===== src/rtl/apb_master.sv =====
// APB3 requester: turns a valid/ready command into a SETUP/ACCESS transfer and
// returns one response pulse per command, with a wait-state timeout guard.
module apb_master #(
    parameter int unsigned ADDR_WIDTH = 32,
    parameter int unsigned DATA_WIDTH = 32,
    parameter int unsigned TIMEOUT    = 16
) (
    input  logic                  pclk,
    input  logic                  reset,
    input  logic                  cmd_valid,
    output logic                  cmd_ready,
    input  logic                  cmd_write,
    input  logic [ADDR_WIDTH-1:0] cmd_addr,
    input  logic [DATA_WIDTH-1:0] cmd_wdata,
    output logic                  rsp_valid,
    output logic [DATA_WIDTH-1:0] rsp_rdata,
    output logic                  rsp_err,
    output logic                  psel,
    output logic                  penable,
    output logic                  pwrite,
    output logic [ADDR_WIDTH-1:0] paddr,
    output logic [DATA_WIDTH-1:0] pwdata,
    input  logic [DATA_WIDTH-1:0] prdata,
    input  logic                  pready,
    input  logic                  pslverr
);

    localparam int unsigned CNT_W   = (TIMEOUT < 2) ? 1 : $clog2(TIMEOUT + 1);
    localparam int unsigned TO_LAST = (TIMEOUT == 0) ? 0 : TIMEOUT - 1;

    typedef enum logic [1:0] {
        IDLE   = 2'd0,
        SETUP  = 2'd1,
        ACCESS = 2'd2
    } state_t;

    state_t                  state;
    state_t                  next_state;
    logic [CNT_W-1:0]        wait_cnt;
    logic [CNT_W-1:0]        wait_cnt_d;
    logic                    accept_c;
    logic                    timeout_hit_c;
    logic                    psel_d;
    logic                    penable_d;
    logic                    rsp_valid_d;
    logic                    rsp_err_d;
    logic [DATA_WIDTH-1:0]   rsp_rdata_d;

    assign cmd_ready     = (state == IDLE);
    assign accept_c      = cmd_valid && (state == IDLE);
    // The edge that ends the TIMEOUT-th stalled ACCESS cycle aborts the transfer.
    assign timeout_hit_c = (TIMEOUT != 0) && (state == ACCESS) && !pready
                           && (wait_cnt == CNT_W'(TO_LAST));

    // State register
    always_ff @(posedge pclk) begin
        if (reset) begin
            state <= IDLE;
        end else begin
            state <= next_state;
        end
    end

    // Next-state logic
    always_comb begin
        next_state = state;
        unique case (state)
            IDLE:    if (cmd_valid) next_state = SETUP;
            SETUP:   next_state = ACCESS;
            ACCESS:  if (pready || timeout_hit_c) next_state = IDLE;
            default: next_state = IDLE;
        endcase
    end

    // Output logic: next values for the registered APB strobes, response and counter
    always_comb begin
        psel_d      = (next_state != IDLE);
        penable_d   = (next_state == ACCESS);
        rsp_valid_d = 1'b0;
        rsp_err_d   = 1'b0;
        rsp_rdata_d = '0;
        wait_cnt_d  = wait_cnt;
        if (state == ACCESS && pready) begin
            rsp_valid_d = 1'b1;
            rsp_err_d   = pslverr;
            rsp_rdata_d = pwrite ? '0 : prdata;
        end else if (timeout_hit_c) begin
            rsp_valid_d = 1'b1;
            rsp_err_d   = 1'b1;
        end
        if (next_state == SETUP) begin
            wait_cnt_d = '0;
        end else if (state == ACCESS && !pready && TIMEOUT != 0) begin
            wait_cnt_d = wait_cnt + CNT_W'(1);
        end
    end

    // Registered outputs; address/data/direction hold until the next accept
    always_ff @(posedge pclk) begin
        if (reset) begin
            psel      <= 1'b0;
            penable   <= 1'b0;
            pwrite    <= 1'b0;
            paddr     <= '0;
            pwdata    <= '0;
            rsp_valid <= 1'b0;
            rsp_err   <= 1'b0;
            rsp_rdata <= '0;
            wait_cnt  <= '0;
        end else begin
            psel      <= psel_d;
            penable   <= penable_d;
            rsp_valid <= rsp_valid_d;
            rsp_err   <= rsp_err_d;
            rsp_rdata <= rsp_rdata_d;
            wait_cnt  <= wait_cnt_d;
            if (accept_c) begin
                pwrite <= cmd_write;
                paddr  <= cmd_addr;
                pwdata <= cmd_write ? cmd_wdata : '0;
            end
        end
    end

endmodule

===== config.mk =====
export PLATFORM = sky130hd
export DESIGN_NAME = apb_master
export DESIGN_NICKNAME = d
export VERILOG_FILES = /design/src/rtl/apb_master.sv
export SDC_FILE = /design/constraint.sdc
export NUM_CORES = 1
export LEC_CHECK = 0
export BUFFER_PORTS_ARGS = -buffer_cell sky130_fd_sc_hd__buf_2
export CAP_MARGIN = 20
export CELL_PAD_IN_SITES_DETAIL_PLACEMENT = 1
export CELL_PAD_IN_SITES_GLOBAL_PLACEMENT = 2
export CORE_ASPECT_RATIO = 0.75
export CORE_MARGIN = 3
export CORE_UTILIZATION = 26
export DETAILED_ROUTE_END_ITERATION = 8
export PLACE_DENSITY = 0.83
export REMOVE_ABC_BUFFERS = 1
export SYNTH_ARGS = -nofsm -noshare
export SYNTH_HDL_FRONTEND = slang
export SYNTH_SLANG_ARGS = --single-unit

===== constraint.sdc =====
create_clock -name pclk -period 4.2 [get_ports pclk]
set_input_delay 0.63 -clock pclk [delete_from_list [all_inputs] [get_ports pclk]]
set_output_delay 0.63 -clock pclk [all_outputs]
set_load 0.01 [all_outputs]

==> out/metrics.cfg, run 1 <==
[routing]
drc = 0
drt_pre_antenna_iters = 4
wire_per_inst_um = 15.0
drt_iter0_drc = 68
routed-via-count = 2804
wl_um = 9430
detail-route-antenna-nets = 0
drt-vias-per-instance = 4.45

[cts]
hold_buffers = 0
cts-resized-gates = 0
htree_levels = 3
cts_root_buf = clkbuf_16
clk_latency_ns = 0.33
post-cts-setup-buffer-count = 0
cts_tree = yes
cts_made_buffers = 9
clock_path_buffers = 2
clk_pin_slew_worst_paths_ns = 0.07
cts_sinks = 108

[grt]
grt_pass1_vias = 2930
grt_max_degree = 66
grt_pass1_wl_um = 14500
grt_usage_pct = 12.8
antenna_found_initial = 0
overflow = 0

[worst_setup_path]
worstSetupStartpointType = register
end_kind = register
worstPathMaxFanout = 32
crit_required_ns = 4.47
arrival_ns = 2.26
crit_type = reg2reg

[sta]
period_minus_slack_ns = 1.99
hold_viol_final = 0
finalClockSkew_ns = 0.00475
rsz0062_at_grt = no
fin_ws_ns = 2.21
fin_crit_sh_pct = 47.3
fmax_mhz = 503
tightestPinTransition_ns = 0.862
slew_violations = 0
setup_violations = 0
slew-limit-headroom_pct = 42.5
tns_ns = 0
whs_ns = 0.471

[floorplanning]
die_w_um = 136
io_pins = 204
core-area_mm2 = 0.0124
initial_utilization_pct = 26.8
die_h_um = 104
die_area_mm2 = 0.0142
rows = 35

[final_layout]
layout-drive-gt1-share_pct = 48.9
nNetsFinal = 563
post-route-util_pct = 38.4
diodes = 0
final_area_mm2 = 0.00476
layout.cells.non_filler = 630
area_delta_synth_final_pct = 43.5

[placement]
dp_hpwl_um = 7130
io_buffers = 203
dpl_cell_area_mm2 = 0.00444
pre_cts_ws_ns = 1.46
dp_cells = 613
routabilityCongestion = 0.737

[logic_synthesis]
syn_area_mm2 = 0.00332
yosys_warnings = 0
synth_top_area_share_pct = 65.2
yosys.area.top_type = dfxtp_1
seq_area_frac_synth_pct = 65.2
syn_inst = 261
syn-mean-instance-area_um2 = 12.7
synthTopCellsByArea = dfxtp_1 65%, a22o_1 17%, and2_1 6.2%, buf_6 1.4%, buf_4 0.91%
ys_ff_latch = 108
yosys.cell_types.count = 31

[outcome]
status = completed

[flow_run]
maxCapViolCount = 0

[power_and_ir_drop]
cellLeakagePower_nw = 2.39
p_total_mw = 2.08
power_density_mw_per_mm2 = 438
ir_drop_uv = 210

[hold_path]
hp-class = reg2reg

==> where the power goes <==
group          switching, mW  internal (mW)  leakage, nW
logic                 0.0925         0.0961         1.37
clock network          0.369          0.438        0.135
registers             0.0236           1.07        0.879
==> metal layers <==
metal | GRT usage, % | wire length, µm
met1 | 15.6 | 4120
met2 | 20.0 | 4080
met3 | 6.65 | 1150
met4 | 2.81 | 85
met5 | 0 | 0
==> sequential cells by signal (all words and copies together), names as in the netlist <==
name       flops
psel           1
rsp_rdata     32
rsp_err        1
paddr         32
state          2
pwrite         1
pwdata        32
rsp_valid      1
wait_cnt       5
penable        1
==> cell usage in the layout, fill, tap and decap left out, drive strengths merged, types with 2 or more instances in the layout <==
cell and instances:
clkbuf 12, ha 2, dfxtp 108, clkinvlp 2, or3b 2, nand2 2, and2 33, a21oi 4
nor2 8, buf 206, or2 2, a22o 64, nor3b 3, inv 2, xnor2 2
==> worst paths after layout <==
path	start	end	slack (ns)	cells past startpoint
setup / recovery	state[1]	rsp_rdata[17]	2.21	3
hold / removal	paddr[2]	paddr[2]	0.47	1
setup reg to reg	state[1]	rsp_rdata[17]	2.21	3
hold reg to reg	paddr[2]	paddr[2]	0.47	1
==> cells in the mapped netlist <==
cell type / number
buf_6: 4
nand2_1: 2
buf_2: 3
xnor2_1: 2
or3b_2: 1
a21o_1: 1
o21ai_0: 1
nand3_1: 1
a21oi_1: 4
a22o_1: 64
or3_1: 1
and3_1: 1
or2_2: 1
nor2_1: 8
mux2i_1: 1
buf_4: 4
a211oi_1: 1
or2_1: 1
nor3b_1: 2
or3b_4: 1
nor4bb_1: 1
and2_1: 33
nor4b_4: 1
nor3b_4: 1
dfxtp_1: 108
ha_1: 2
clkbuf_1: 6
buf_1: 2
nand2b_1: 1
inv_1: 1
or4b_1: 1
==> kinds of logic after synthesis <==
family | Yosys count | synth area share (%)
compound gates | 71 | 18.1
xor+xnor | 2 | 0.528
flops | 108 | 65.2
simple gates | 57 | 11.4
mux | 1 | 0.302
buf+inv | 20 | 3.73
fa+ha+maj | 2 | 0.754
==> area by class of cell <==
type,count,area (µm²)
clock inverter,4,32.5
multi-input combinational,133,1040
inverter,1,3.75
sequential,108,2160
timing repair buffer,206,1060
fill,1446,7630
clock buffer,12,256
tap,166,208
==> worst max-delay path, stage by stage, from the launching register on <==
cell and delay, ns:
dfxtp_1 0.49, or3b_4 0.46, nor3b_4 0.74, and2_1 0.22
Power figures use the tool's default switching activity.
==> run 2: changes to the inputs <==
--- a/config.mk
+++ b/config.mk
@@ -11,9 +11,9 @@
 export CELL_PAD_IN_SITES_GLOBAL_PLACEMENT = 2
 export CORE_ASPECT_RATIO = 0.75
 export CORE_MARGIN = 3
-export CORE_UTILIZATION = 26
+export CORE_UTILIZATION = 25
 export DETAILED_ROUTE_END_ITERATION = 8
-export PLACE_DENSITY = 0.83
+export PLACE_DENSITY = 0.8
 export REMOVE_ABC_BUFFERS = 1
 export SYNTH_ARGS = -nofsm -noshare
 export SYNTH_HDL_FRONTEND = slang
==> constraint.sdc (replaced) <==
create_clock -name pclk -period 1.95 [get_ports pclk]
set_input_delay 0.2925 -clock pclk [delete_from_list [all_inputs] [get_ports pclk]]
set_output_delay 0.2925 -clock pclk [all_outputs]
set_load 0.01 [all_outputs]
==> run 2 against run 1 <==
Compared with the run above:
- setup slack got worse by 2.1 ns
- count of clock-buffer cells in the layout shrank 2
- critical endpoint is now psel
- via count decreased by 0.46%
- critical path type unchanged
- clock power increased by 120%
- cell count grew 0.32%
- clock skew hardly changed
- largest cell class unchanged
==> out/metrics.cfg, run 2 (synthesized netlist as in run 1, its figures left out) <==
[outcome]
status = completed  ; unchanged

[placement]
dp_hpwl_um = 7450  ; was 7130 µm
dp_cells = 616  ; was 613
io_buffers = 203  ; unchanged
dpl_cell_area_mm2 = 0.00447  ; was 0.00444 mm²
routabilityCongestion = 0.792  ; was 0.737

[routing]
wire_per_inst_um = 15.6  ; was 15.0 µm
drt_pre_antenna_iters = 4  ; unchanged
drc = 0  ; unchanged
drt-vias-per-instance = 4.42  ; was 4.45
routed-via-count = 2791  ; was 2804
detail-route-antenna-nets = 0  ; unchanged
drt_iter0_drc = 70  ; was 68
wl_um = 9890  ; was 9430 µm

[final_layout]
multi_input_area_mm2 = 0.00104  ; unchanged
area_delta_synth_final_pct = 43.5  ; about the same
layout-drive-gt1-share_pct = 49.4  ; was 48.9%
mostFrequentLayoutCells = 203 x buf_2, 108 x dfxtp_1, 64 x a22o_1  ; unchanged
ff_latch_area_mm2 = 0.00216  ; unchanged
largestRegisters = paddr (32), pwdata (32), rsp_rdata (32)  ; unchanged
layout.cells.non_filler = 632  ; was 630
layout_commonest_cell = buf_2  ; unchanged
diodes = 0  ; unchanged
final_area_mm2 = 0.00476  ; about the same
fill_cells = 1469  ; was 1446
nNetsFinal = 565  ; was 563

[worst_setup_path]
crit_type = reg2reg  ; unchanged
worstPathMaxFanout = 3  ; was 32
worstSetupStartpointType = register  ; unchanged
arrival_ns = 2.11  ; was 2.26 ns
crit_required_ns = 2.23  ; was 4.47 ns
r2r_slack_ns = 0.13  ; was 2.21 ns
cp-startpoint = wait_cnt[0]  ; was state[1]
end_kind = register  ; unchanged
rr_startpoint = wait_cnt[0]  ; was state[1]

[floorplanning]
die_h_um = 106  ; was 104 µm
io_pins = 204  ; unchanged
die_w_um = 139  ; was 136 µm
core-area_mm2 = 0.0126  ; was 0.0124 mm²
rows = 35  ; unchanged
initial_utilization_pct = 26.3  ; was 26.8%
die_area_mm2 = 0.0147  ; was 0.0142 mm²

[sta]
slew-limit-headroom_pct = 67.3  ; was 42.5%
period_minus_slack_ns = 1.82  ; was 1.99 ns
hold_viol_final = 0  ; unchanged
setup_violations = 0  ; unchanged
rsz0062_at_grt = no  ; unchanged
finalClockSkew_ns = 0.00497  ; was 0.00475 ns
tns_ns = 0  ; unchanged
slew_violations = 0  ; unchanged
fmax_mhz = 549  ; was 503 MHz
fin_crit_sh_pct = 93.4  ; was 47.3%
tightestPinTransition_ns = 0.490  ; was 0.862 ns

[cts]
hold_buffers = 0  ; unchanged
cts-resized-gates = 0  ; unchanged
cts_root_buf = clkbuf_16  ; unchanged
cts_made_buffers = 9  ; unchanged
htree_levels = 3  ; unchanged
clock_path_buffers = 2  ; unchanged
clk_pin_slew_worst_paths_ns = 0.07  ; about the same
post-cts-setup-buffer-count = 0  ; unchanged
clk_latency_ns = 0.34  ; was 0.33 ns
cts_tree = yes  ; unchanged
cts_sinks = 108  ; unchanged

[grt]
grt_usage_pct = 13.2  ; was 12.8%
grt_max_degree = 44  ; was 66
grt_pass1_vias = 2925  ; was 2930
antenna_found_initial = 0  ; unchanged
grt_pass1_wl_um = 15600  ; was 14500 µm
overflow = 0  ; unchanged

[hold_path]
hold_start = prdata[22]  ; was paddr[2]
hp-class = in2reg  ; was reg2reg

[power_and_ir_drop]
ir_drop_uv = 426  ; was 210 µV
power_density_mw_per_mm2 = 949  ; was 438 mW/mm²
cellLeakagePower_nw = 2.40  ; was 2.39 nW

[flow_run]
maxCapViolCount = 0  ; unchanged

-- run 2: where the power goes --
part | total, mW | internal [mW] | switching (mW)
logic | 0.409 | 0.206 | 0.203
clock network | 1.76 | 0.927 | 0.838
registers | 2.34 | 2.29 | 0.0497
-- run 2: final cells by class --
class                   instances  share of cell area [%]
flip-flops and latches        108                    45.4
repair buffers                208                    22.1
multi-input cells             133                    21.8
clock buffers                  10                    5.02
well taps                     166                    4.36
clock inverters                 6                    1.13
inverters                       1                  0.0789
-- run 2: metrics by stage --
| step | hold WS, ns | total power [mW] | utilization (%) | setup slack [ns] |
|---|---|---|---|---|
| global placement | 0.452 | 2.80 | 35.4 | 0.178 |
| floorplan | 0.362 | 2.56 | - | -1.05 |
| finish | 0.148 | 4.52 | 37.7 | 0.129 |
| global route | 0.128 | 4.74 | 37.7 | 0.0553 |
| detailed placement | 0.454 | 2.81 | 35.4 | 0.145 |
| CTS | 0.126 | 4.61 | 37.7 | 0.122 |
-- run 2: path summary, 6_finish.rpt --
kind,end,cells past startpoint
hold / removal,rsp_rdata[22],2
hold reg to reg,paddr[12],1
setup / recovery,psel,6
setup reg to reg,psel,6
-- run 2: per-layer routing --
layer	global-route usage (%)	part of all wire, %	up-vias
met1	16.4	45	1293
met5	0	0	-
met3	7.48	13	10
met2	19.5	40	160
li1	-	-	1328
met4	3.63	1.1	0
-- run 2: critical path, cell delays in order, from the launching register on --
cell and delay [ns]:
dfxtp_1 0.34, ha_1 0.21, and3_1 0.20, ha_1 0.21, or4b_1 0.53, a21oi_1 0.17
or2_1 0.11
==> run 3: changes to the inputs <==
==> constraint.sdc (replaced) <==
create_clock -name pclk -period 1.9 [get_ports pclk]
set_input_delay 0.285 -clock pclk [delete_from_list [all_inputs] [get_ports pclk]]
set_output_delay 0.285 -clock pclk [all_outputs]
set_load 0.01 [all_outputs]
==> run 3 against run 2 <==
Compared with the run above:
- sequential cell count unchanged
- count of clock-buffer cells in the layout unchanged
- setup slack got worse by 0.047 ns
- clock skew is 0.0029 ns higher
- clock power up 6%
- worst hold slack lost 0.0095 ns
- via count increased by 0.68%
- critical path depth unchanged
- cell count grew 0.16%
- maximum frequency is 0.18% higher
- cell area increased by 0.79%
- largest cell class unchanged
- largest power group unchanged
- highest routed layer unchanged
==> out/metrics.cfg, run 3 (synthesized netlist as in run 1, its figures left out) <==
[worst_setup_path]
crit_required_ns = 2.18  ; was 2.23 ns
worstPathMaxFanout = 3  ; unchanged
cpMaxStageDelayCell = or4b_1  ; unchanged
worstSetupStartpointType = register  ; unchanged
r2r.worst_path.cells = 6  ; unchanged
crit_chain = ha_1, and3_1, ha_1, or4b_1, a21oi_1, or2_1  ; unchanged
end_kind = register  ; unchanged
arrival_ns = 2.10  ; was 2.11 ns
cp-startpoint = wait_cnt[0]  ; unchanged
slowest_delay_ns = 0.54  ; was 0.53 ns
rr_startpoint = wait_cnt[0]  ; unchanged
crit_type = reg2reg  ; unchanged
crit_path_frequent_cell = ha_1  ; unchanged

[outcome]
status = completed  ; unchanged

[power_and_ir_drop]
cellLeakagePower_nw = 2.41  ; was 2.40 nW
switching_share_pct = 23.3  ; was 24.1%
power_density_mw_per_mm2 = 981  ; was 949 mW/mm²
pwr-share-seq_pct = 51.2  ; was 51.9%
p_switching_mw = 1.10  ; was 1.09 mW
clockPowerShare_pct = 39.7  ; was 39.1%
combPwrFrac_pct = 9.1  ; about the same
ir_drop_uv = 352  ; was 426 µV
intPower_mw = 3.61  ; was 3.43 mW

[sta]
setup_violations = 0  ; unchanged
slew-limit-headroom_pct = 63.9  ; was 67.3%
fin_ws_ns = 0.0820  ; was 0.129 ns
rsz0062_at_grt = no  ; unchanged
fmax_mhz = 550  ; was 549 MHz
hold_viol_final = 0  ; unchanged
finalClockSkew_ns = 0.00783  ; was 0.00497 ns
whs_ns = 0.139  ; was 0.148 ns
tns_ns = 0  ; unchanged
fin_crit_sh_pct = 95.7  ; was 93.4%
tightestPinTransition_ns = 0.541  ; was 0.490 ns
slew_violations = 0  ; unchanged
period_minus_slack_ns = 1.82  ; about the same

[placement]
dp_cells = 617  ; was 616
dp_hpwl_um = 7760  ; was 7450 µm
io_buffers = 203  ; unchanged
pre_cts_ws_ns = 0.0857  ; was 0.145 ns
routabilityCongestion = 0.794  ; was 0.792

[final_layout]
fill_cells = 1453  ; was 1469
layout.cells.non_filler = 633  ; was 632
mostFrequentLayoutCells = 203 x buf_2, 108 x dfxtp_1, 64 x a22o_1  ; unchanged
nNetsFinal = 566  ; was 565
area_delta_synth_final_pct = 44.6  ; was 43.5%
diodes = 0  ; unchanged
layout_commonest_cell = buf_2  ; unchanged
largestRegisters = paddr (32), pwdata (32), rsp_rdata (32)  ; unchanged
post-route-util_pct = 38.0  ; was 37.7%
layout-drive-gt1-share_pct = 49.3  ; was 49.4%

[cts]
cts_root_buf = clkbuf_16  ; unchanged
hold_buffers = 0  ; unchanged
clk_pin_slew_worst_paths_ns = 0.07  ; about the same
clk_latency_ns = 0.34  ; about the same
htree_levels = 3  ; unchanged
cts_tree = yes  ; unchanged
cts_made_buffers = 9  ; unchanged
clock_path_buffers = 2  ; unchanged
cts_sinks = 108  ; unchanged
cts-resized-gates = 0  ; unchanged
post-cts-setup-buffer-count = 0  ; unchanged

[grt]
antenna_found_initial = 0  ; unchanged
grt_usage_pct = 13.5  ; was 13.2%
grt_max_degree = 48  ; was 44
overflow = 0  ; unchanged
grt_pass1_wl_um = 15900  ; was 15600 µm
grt_pass1_vias = 2970  ; was 2925

[floorplanning]
die_area_mm2 = 0.0147  ; unchanged
io_pins = 204  ; unchanged
die_w_um = 139  ; unchanged
rows = 35  ; unchanged
die_h_um = 106  ; unchanged
core-area_mm2 = 0.0126  ; unchanged
initial_utilization_pct = 26.3  ; unchanged

[routing]
wire_per_inst_um = 16.0  ; was 15.6 µm
routed-via-count = 2810  ; was 2791
drc = 0  ; unchanged
drt_iter0_drc = 54  ; was 70
drt-vias-per-instance = 4.44  ; was 4.42
wl_um = 10100  ; was 9890 µm
drt_pre_antenna_iters = 4  ; unchanged
detail-route-antenna-nets = 0  ; unchanged

[flow_run]
maxCapViolCount = 0  ; unchanged

[hold_path]
hold_start = prdata[26]  ; was prdata[22]
whs_path_depth = 2  ; unchanged
hp-class = in2reg  ; unchanged

[run 3: layer usage]
metal / part of all wire (%) / GRT usage, % / vias to the layer above
met2: 41 / 20.4 / 167
li1: - / - / 1334
met4: 1.0 / 3.70 / 0
met1: 44 / 16.5 / 1297
met5: 0 / 0 / -
met3: 13 / 7.89 / 12
[run 3: worst max-delay path: cells and delay by family, from the launching register on]
family	cells	cell delay [ns]
adder cells (fa/ha/maj)	2	0.41
AO/OA/AOI/OAI	1	0.19
flip-flops	1	0.33
AND/OR/NAND/NOR	3	0.84
[run 3: stage by stage]
step           cell area (µm²)  power [mW]
2_1_floorplan             3200        2.63
3_3_place_gp              4500        2.88
3_5_place_dp              4500        2.89
4_1_cts                   4800        4.80
5_1_grt                   4800        4.94
6_report                  4800        4.70
[run 3: power by group through the flow]
stage	Sequential, mW	Combinational [mW]	Clock, mW
2_1_floorplan	2.50	0.130	0
3_3_place_gp	2.45	0.427	0
3_5_place_dp	2.46	0.435	0
4_1_cts	2.41	0.438	1.96
5_1_grt	2.42	0.471	2.05
6_report	2.41	0.429	1.87
[run 3: layout make-up]
type,count,area [µm²],share of cell area (%)
sequential,108,2160,45.1
timing repair buffer,209,1090,22.6
multi-input combinational,133,1040,21.7
clock buffer,10,229,4.77
tap,166,208,4.33
clock inverter,6,68.8,1.43
inverter,1,3.75,0.0783
[run 3: final timing paths]
path | slack [ns] | end
max reg2reg | 0.08 | psel
max | 0.08 | psel
min reg2reg | 0.47 | paddr[1]
min | 0.14 | rsp_rdata[26]
